## config.mk

```make
export PLATFORM = sky130hd
export DESIGN_NAME = sram_array_ctrl_flat
export DESIGN_NICKNAME = d
export VERILOG_FILES = /design/src/rtl/sram_array_ctrl_if.sv /design/src/rtl/sram_array_ctrl.sv /design/src/flat_wrapper.sv
export SDC_FILE = /design/constraint.sdc
export NUM_CORES = 1
export LEC_CHECK = 0
export CAP_MARGIN = 10
export CORE_MARGIN = 2
export CORE_UTILIZATION = 50
export CTS_CLUSTER_DIAMETER = 50
export CTS_CLUSTER_SIZE = 40
export DETAILED_ROUTE_END_ITERATION = 10
export PLACE_DENSITY = 0.82
export SLEW_MARGIN = 15
export SYNTH_ARGS = -nofsm -noshare
export SYNTH_HDL_FRONTEND = slang
export SYNTH_SLANG_ARGS = --single-unit
```

## constraint.sdc

```tcl
create_clock -name clk -period 1.8 [get_ports clk]
set_input_delay 0.36 -clock clk [delete_from_list [all_inputs] [get_ports clk]]
set_output_delay 0.36 -clock clk [all_outputs]
set_load 0.02 [all_outputs]
```

## src/rtl/sram_array_ctrl_if.sv

```systemverilog
`default_nettype none
// ============================================================================
// Module   : sram_array_ctrl_if
// Brief    : Request/response bus between a requester and sram_array_ctrl.
// Revision : 1.0
// ============================================================================
interface sram_array_ctrl_if #(
    parameter int DATA_W = 16,
    parameter int ADDR_W = 4,
    parameter int SEG_W  = 4
);
    logic                     req_valid;
    logic                     req_ready;
    logic                     req_we;
    logic [ADDR_W-1:0]        req_addr;
    logic [DATA_W-1:0]        req_wdata;
    logic [DATA_W/SEG_W-1:0]  req_wmask;
    logic                     rsp_valid;
    logic                     rsp_ready;
    logic [DATA_W-1:0]        rsp_rdata;
    logic                     rsp_err;

    modport master (
        output req_valid, req_we, req_addr, req_wdata, req_wmask, rsp_ready,
        input  req_ready, rsp_valid, rsp_rdata, rsp_err
    );

    modport slave (
        input  req_valid, req_we, req_addr, req_wdata, req_wmask, rsp_ready,
        output req_ready, rsp_valid, rsp_rdata, rsp_err
    );
endinterface
`default_nettype wire

```

## src/rtl/sram_array_ctrl.sv

```systemverilog
`default_nettype none
// ============================================================================
// Module   : sram_array_ctrl
// Brief    : Word SRAM array with precharge/wordline sequencing and clear sweep.
// Revision : 1.0
// ============================================================================
module sram_array_ctrl #(
    parameter int DATA_W = 16,
    parameter int DEPTH  = 12,
    parameter int ADDR_W = 4,
    parameter int SEG_W  = 4
) (
    input  wire logic           clk,
    input  wire logic           reset,
    sram_array_ctrl_if.slave    bus,
    output logic                init_done,
    output logic                pre_active,
    output logic                wl_active
);
    localparam int                c_NSEG = DATA_W / SEG_W;
    localparam logic [ADDR_W-1:0] c_LAST = ADDR_W'(DEPTH - 1);

    typedef enum logic [2:0] {
        S_CLEAR = 3'd0,
        S_IDLE  = 3'd1,
        S_PRE   = 3'd2,
        S_ACC   = 3'd3,
        S_RESP  = 3'd4
    } state_t;

    state_t              r_state;
    state_t              w_next;
    logic [ADDR_W-1:0]   r_clr_addr;
    logic                r_we;
    logic [ADDR_W-1:0]   r_addr;
    logic [DATA_W-1:0]   r_wdata;
    logic [c_NSEG-1:0]   r_wmask;
    logic [DATA_W-1:0]   r_rdata;
    logic                r_err;
    logic                r_init_done;
    logic                w_in_range;
    logic [DATA_W-1:0]   r_mem [DEPTH];

    // Addresses past DEPTH never alias onto real words.
    assign w_in_range = (32'(r_addr) < DEPTH);

    always_comb begin
        w_next        = r_state;
        bus.req_ready = 1'b0;
        bus.rsp_valid = 1'b0;
        pre_active    = 1'b0;
        wl_active     = 1'b0;
        case (r_state)
            S_CLEAR: if (r_clr_addr == c_LAST) w_next = S_IDLE;
            S_IDLE: begin
                bus.req_ready = 1'b1;
                if (bus.req_valid) w_next = S_PRE;
            end
            S_PRE: begin
                pre_active = 1'b1;
                w_next     = S_ACC;
            end
            S_ACC: begin
                wl_active = 1'b1;
                w_next    = r_we ? S_IDLE : S_RESP;
            end
            S_RESP: begin
                bus.rsp_valid = 1'b1;
                if (bus.rsp_ready) w_next = S_IDLE;
            end
            default: w_next = S_CLEAR;
        endcase
    end

    always_ff @(posedge clk) begin
        if (reset) begin
            r_state     <= S_CLEAR;
            r_clr_addr  <= '0;
            r_we        <= 1'b0;
            r_addr      <= '0;
            r_wdata     <= '0;
            r_wmask     <= '0;
            r_rdata     <= '0;
            r_err       <= 1'b0;
            r_init_done <= 1'b0;
        end else begin
            r_state <= w_next;
            case (r_state)
                S_CLEAR: begin
                    r_clr_addr <= r_clr_addr + 1'b1;
                    if (r_clr_addr == c_LAST) r_init_done <= 1'b1;
                end
                S_IDLE: begin
                    if (bus.req_valid) begin
                        r_we    <= bus.req_we;
                        r_addr  <= bus.req_addr;
                        r_wdata <= bus.req_wdata;
                        r_wmask <= bus.req_wmask;
                    end
                end
                S_ACC: begin
                    if (!r_we) begin
                        r_rdata <= w_in_range ? r_mem[r_addr] : '0;
                        r_err   <= !w_in_range;
                    end
                end
                default: ;
            endcase
        end
    end

    // The array itself is not reset; the sweep clears it instead.
    always_ff @(posedge clk) begin
        if (!reset) begin
            if (r_state == S_CLEAR) begin
                r_mem[r_clr_addr] <= '0;
            end else if (r_state == S_ACC && r_we && w_in_range) begin
                for (int i = 0; i < c_NSEG; i++) begin
                    if (r_wmask[i]) r_mem[r_addr][i*SEG_W +: SEG_W] <= r_wdata[i*SEG_W +: SEG_W];
                end
            end
        end
    end

    assign bus.rsp_rdata = r_rdata;
    assign bus.rsp_err   = r_err;
    assign init_done     = r_init_done;
endmodule
`default_nettype wire

```

## src/flat_wrapper.sv

```systemverilog
// flat-port wrapper written by rule: the top's interface ports become plain ports
module sram_array_ctrl_flat 
#(
    parameter int DATA_W = 16,
    parameter int DEPTH  = 12,
    parameter int ADDR_W = 4,
    parameter int SEG_W  = 4
)
  (clk, reset, init_done, pre_active, wl_active, bus_req_valid, bus_req_we, bus_req_addr, bus_req_wdata, bus_req_wmask, bus_rsp_ready, bus_req_ready, bus_rsp_valid, bus_rsp_rdata, bus_rsp_err);
  sram_array_ctrl_if #(.DATA_W(DATA_W), .ADDR_W(ADDR_W), .SEG_W(SEG_W)) bus_i ();
  input  wire logic clk;
  input  wire logic reset;
  output logic init_done;
  output logic pre_active;
  output logic wl_active;
  input wire logic [$bits(bus_i.req_valid)-1:0] bus_req_valid;
  input wire logic [$bits(bus_i.req_we)-1:0] bus_req_we;
  input wire logic [$bits(bus_i.req_addr)-1:0] bus_req_addr;
  input wire logic [$bits(bus_i.req_wdata)-1:0] bus_req_wdata;
  input wire logic [$bits(bus_i.req_wmask)-1:0] bus_req_wmask;
  input wire logic [$bits(bus_i.rsp_ready)-1:0] bus_rsp_ready;
  output wire logic [$bits(bus_i.req_ready)-1:0] bus_req_ready;
  output wire logic [$bits(bus_i.rsp_valid)-1:0] bus_rsp_valid;
  output wire logic [$bits(bus_i.rsp_rdata)-1:0] bus_rsp_rdata;
  output wire logic [$bits(bus_i.rsp_err)-1:0] bus_rsp_err;
  assign bus_i.req_valid = bus_req_valid;
  assign bus_i.req_we = bus_req_we;
  assign bus_i.req_addr = bus_req_addr;
  assign bus_i.req_wdata = bus_req_wdata;
  assign bus_i.req_wmask = bus_req_wmask;
  assign bus_i.rsp_ready = bus_rsp_ready;
  assign bus_req_ready = bus_i.req_ready;
  assign bus_rsp_valid = bus_i.rsp_valid;
  assign bus_rsp_rdata = bus_i.rsp_rdata;
  assign bus_rsp_err = bus_i.rsp_err;
  sram_array_ctrl #(.DATA_W(DATA_W), .DEPTH(DEPTH), .ADDR_W(ADDR_W), .SEG_W(SEG_W)) u_core (.clk(clk), .reset(reset), .bus(bus_i), .init_done(init_done), .pre_active(pre_active), .wl_active(wl_active));
endmodule
```

==> results.py <==
metrics = {
    "clock_tree": {
        "clock-sinks": 246,
        "clk_pin_slew_worst_paths_ns": 0.09,
        "clk-insertion-delay-late_ns": 0.53,
        "cts_buffer_depth": 3,
        "cts_made_buffers": 20,
        "tritoncts": "done",
        "cts_root_buf": "clkbuf_16",
        "cts_max_level": 1,
    },
    "sta": {
        "fmax_ghz": 0.4946,
        "rsz0062_at_grt": "yes",
        "drv_slew": 0,
        "max_slew_margin_pct": 39.48,
        "final.period_utilization_pct": 112.3,
        "post-route-min-period_ns": 2.022,
        "fin_worst_skew_ns": 0.03406,
        "hold_viol": 0,
        "tightest_slew_ns": 0.9078,
        "fin_ws_ns": -0.2217,
        "setup_viol": 193,
    },
    "critical_path": {
        "crit_arrival_ns": 2.30,
        "worstSetupEndpointType": "flop",
        "cp_max_fo": 5,
        "cp_cell_sequence": "or4_4 > nand4_4 > buf_12 > mux2i_4 > buf_4 > nor2_4",
        "crit_slowest_cell": "or4_4",
        "crit_type": "flop to flop",
        "cp.required_ns": 2.08,
        "cp_slowest_stage_delay_ns": 0.55,
        "start_kind": "flop",
    },
    "detailed_routing": {
        "drt-initial-drc-count": 665,
        "first_pass_iters": 5,
        "wl_met3_microns": 1795,
        "vias_per_cell": 5.899,
        "drc": 0,
        "drtAntennaViolNets": 0,
        "num_vias": 6406,
        "top_layer_used": "met4",
        "wl_microns": 25330,
        "met1Wirelength_microns": 9633,
        "wl_met2_microns": 12900,
        "post_drt_wl_per_cell_microns": 23.32,
    },
    "global_routing": {
        "grt_max_degree": 33,
        "grt_use_total_pct": 22.67,
        "grt_pass1_wl_microns": 36990,
        "grt-ovfl-total": 0,
        "antenna_found_initial": 0,
        "grt_pass1_vias": 6528,
    },
    "floorplan": {
        "chipHeight_microns": 145.9,
        "num_rows": 51,
        "die_area_sq_um": 21290,
        "core_region_area_sq_um": 19590,
        "initial_core_util_pct": 51.41,
        "die_w_microns": 145.9,
        "io_pins": 51,
    },
    "run_status": {
        "status": "finished with violations",
        "violations": "setup timing",
    },
    "logic_synthesis": {
        "yosysUniqueCellTypes": 48,
        "synth_xor_area_share_pct": 0.2609,
        "yosysTopAreaCellShare_pct": 57.25,
        "yosys.area_share.simple_pct": 8.821,
        "syn_area_sq_um": 10070,
        "ys.flop_type": "edfxtp_1",
        "synth_area_leaders": "edfxtp_1, dfxtp_1, mux4_2",
        "synth_edf_count": 192,
        "yosysTopAreaCell": "edfxtp_1",
        "synthCells": 693,
        "synth-seq-cells": 246,
        "syn_avg_cell_area_sq_um": 14.53,
        "synth_top_family_by_area": "multiplexers",
        "postSynth.asyncResetShare_pct": 0,
        "synthMuxAreaShare_pct": 12.47,
        "synth_compound_area_share_pct": 6.622,
        "seq_area_frac_synth_pct": 67.98,
        "ys_warn_count": 0,
        "synth_fa_ha_area_share_pct": 0.1242,
        "syn_nets": 723,
    },
    "job": {
        "maxCapViolCount": 0,
    },
    "layout": {
        "final_util_pct": 66.82,
        "diodes": 0,
        "num-nets-final": 837,
        "fillerInstances": 1218,
        "layout-drive-gt1-share_pct": 33.62,
        "finalInstanceArea_sq_um": 13090,
        "area_delta_synth_final_pct": 29.98,
    },
    "power": {
        "total_power_mw": 11.22,
        "p_leak_nw": 4.755,
        "peakVddDrop_uv": 841.8,
        "power_density_nw_per_um2": 857.0,
    },
    "worst_hold_path": {
        "hold_class": "input pin to flop",
    },
    "place": {
        "hpwl_microns": 15780,
        "portBuffers": 50,
        "gp_congestion": 0.8895,
        "place_area_sq_um": 11690,
    },
}
## layout by cell type, fill, tap and decap left out, drive strengths merged, types with 4 or more instances in the layout
cell type      count
mux4              32
a221oi            16
dlygate4sd2       18
and2              19
o21ai             16
nand2             56
a21oi             46
inv               32
clkinv            12
clkbuf            27
nor3              11
buf               88
a22o              16
edfxtp           192
nand2b            11
a21o               4
nor2              68
clkdlybuf4s50     28
dfxtp             54
mux2i             13
mux2              32
nand4              6
## through the flow
| stage | worst slack (ns) | hold WS [ns] | instances | TNS, ns |
|---|---|---|---|---|
| after floorplan | -0.05682 | 0.4317 | 693 | -7.791 |
| after detailed placement | -0.5611 | 0.4456 | 1025 | -147.15 |
| after global routing | -0.2473 | 0.3999 | 1086 | -37.98 |
| final | -0.2217 | 0.3918 | 1086 | -31.82 |
| after global placement | -0.4762 | 0.4430 | 1025 | -123.67 |
| after CTS | -0.1411 | 0.3843 | 1082 | -21.51 |
## cells by family after synthesis
kind of cell / Yosys count
multiplexers: 77
XOR/XNOR: 3
AO/OA/AOI/OAI: 102
flip-flops: 246
AND/OR/NAND/NOR: 186
adder cells (fa/ha/maj): 1
buffers and inverters: 78
## report_power, final
group | switching, mW | leakage [nW] | internal [mW]
Sequential | 0.0455 | 2.50 | 6.12
Clock | 2.20 | 0.340 | 2.32
Combinational | 0.284 | 1.92 | 0.244
## area by class of cell
type                            instances  area [sq um]  area share, %
Clock inverter                         13         142.6          1.090
Timing Repair Buffer                  138          1669          12.75
Clock buffer                           23         546.8          4.177
Sequential cell                       246          6854          52.36
Inverter                               32         120.1         0.9176
Multi-Input combinational cell        369          3426          26.17
Tap cell                              265         331.6          2.533
## Yosys cell counts (all sizes together), types with 11 or more instances
cell type	n
a221oi	16
and2	19
nor3	11
mux4	32
inv	26
mux2i	13
nor2	68
o21ai	16
edfxtp	192
a22o	16
nand2	56
clkbuf	21
dfxtp	54
mux2	32
nand2b	11
a21oi	46
buf	25
## registers in the layout, indices dropped and copies added, names as in the netlist, named ones only
name / cells
u_core.init_done: 1
u_core.r_wmask: 4
u_core.r_mem: 192
u_core.bus.rsp_err: 1
u_core.r_we: 1
u_core.r_state: 3
u_core.bus.rsp_rdata: 16
u_core.r_wdata: 16
u_core.r_clr_addr: 4
u_core.r_addr: 4
## metal layers
layer	GRT usage, %	vias up
li1	-	2816
met1	28.10	3185
met2	39.83	336
met3	3.824	69
met4	8.922	0
met5	0	-
## path summary, 6_finish.rpt
kind | startpoint | to | slack, ns | cells past startpoint
hold reg to reg | u_core.r_wdata[0]$_SDFFE_PP0P_ | u_core.r_wdata[0]$_SDFFE_PP0P_ | 0.46 | 2
hold / removal | bus_req_wdata[2] | u_core.r_wdata[2]$_SDFFE_PP0P_ | 0.39 | 3
setup reg to reg | u_core.r_wmask[1]$_SDFFE_PP0P_ | u_core.r_mem[0][0]$_DFFE_PP_ | -0.22 | 6
setup / recovery | u_core.r_wmask[1]$_SDFFE_PP0P_ | u_core.r_mem[0][0]$_DFFE_PP_ | -0.22 | 6
## critical path: cells and delay by family (launching register included)
kind                   cells  cell delay, ns
AND/OR/NAND/NOR            3            0.79
multiplexers               1            0.34
buffers and inverters      2            0.33
flip-flops                 1            0.32
## repair_timing
| action | CTS | global route |
|---|---|---|
| hold endpoints to repair | 0 | 0 |
| pin swaps | 11 | 15 |
| hold buffers | 0 | 0 |
| cloned | 0 | 4 |
| buffers inserted | 22 | 4 |
| endpoints found under the setup margin | 229 | 201 |
| resized for setup | 101 | 34 |
No activity file was read; power rests on OpenSTA's default activity.
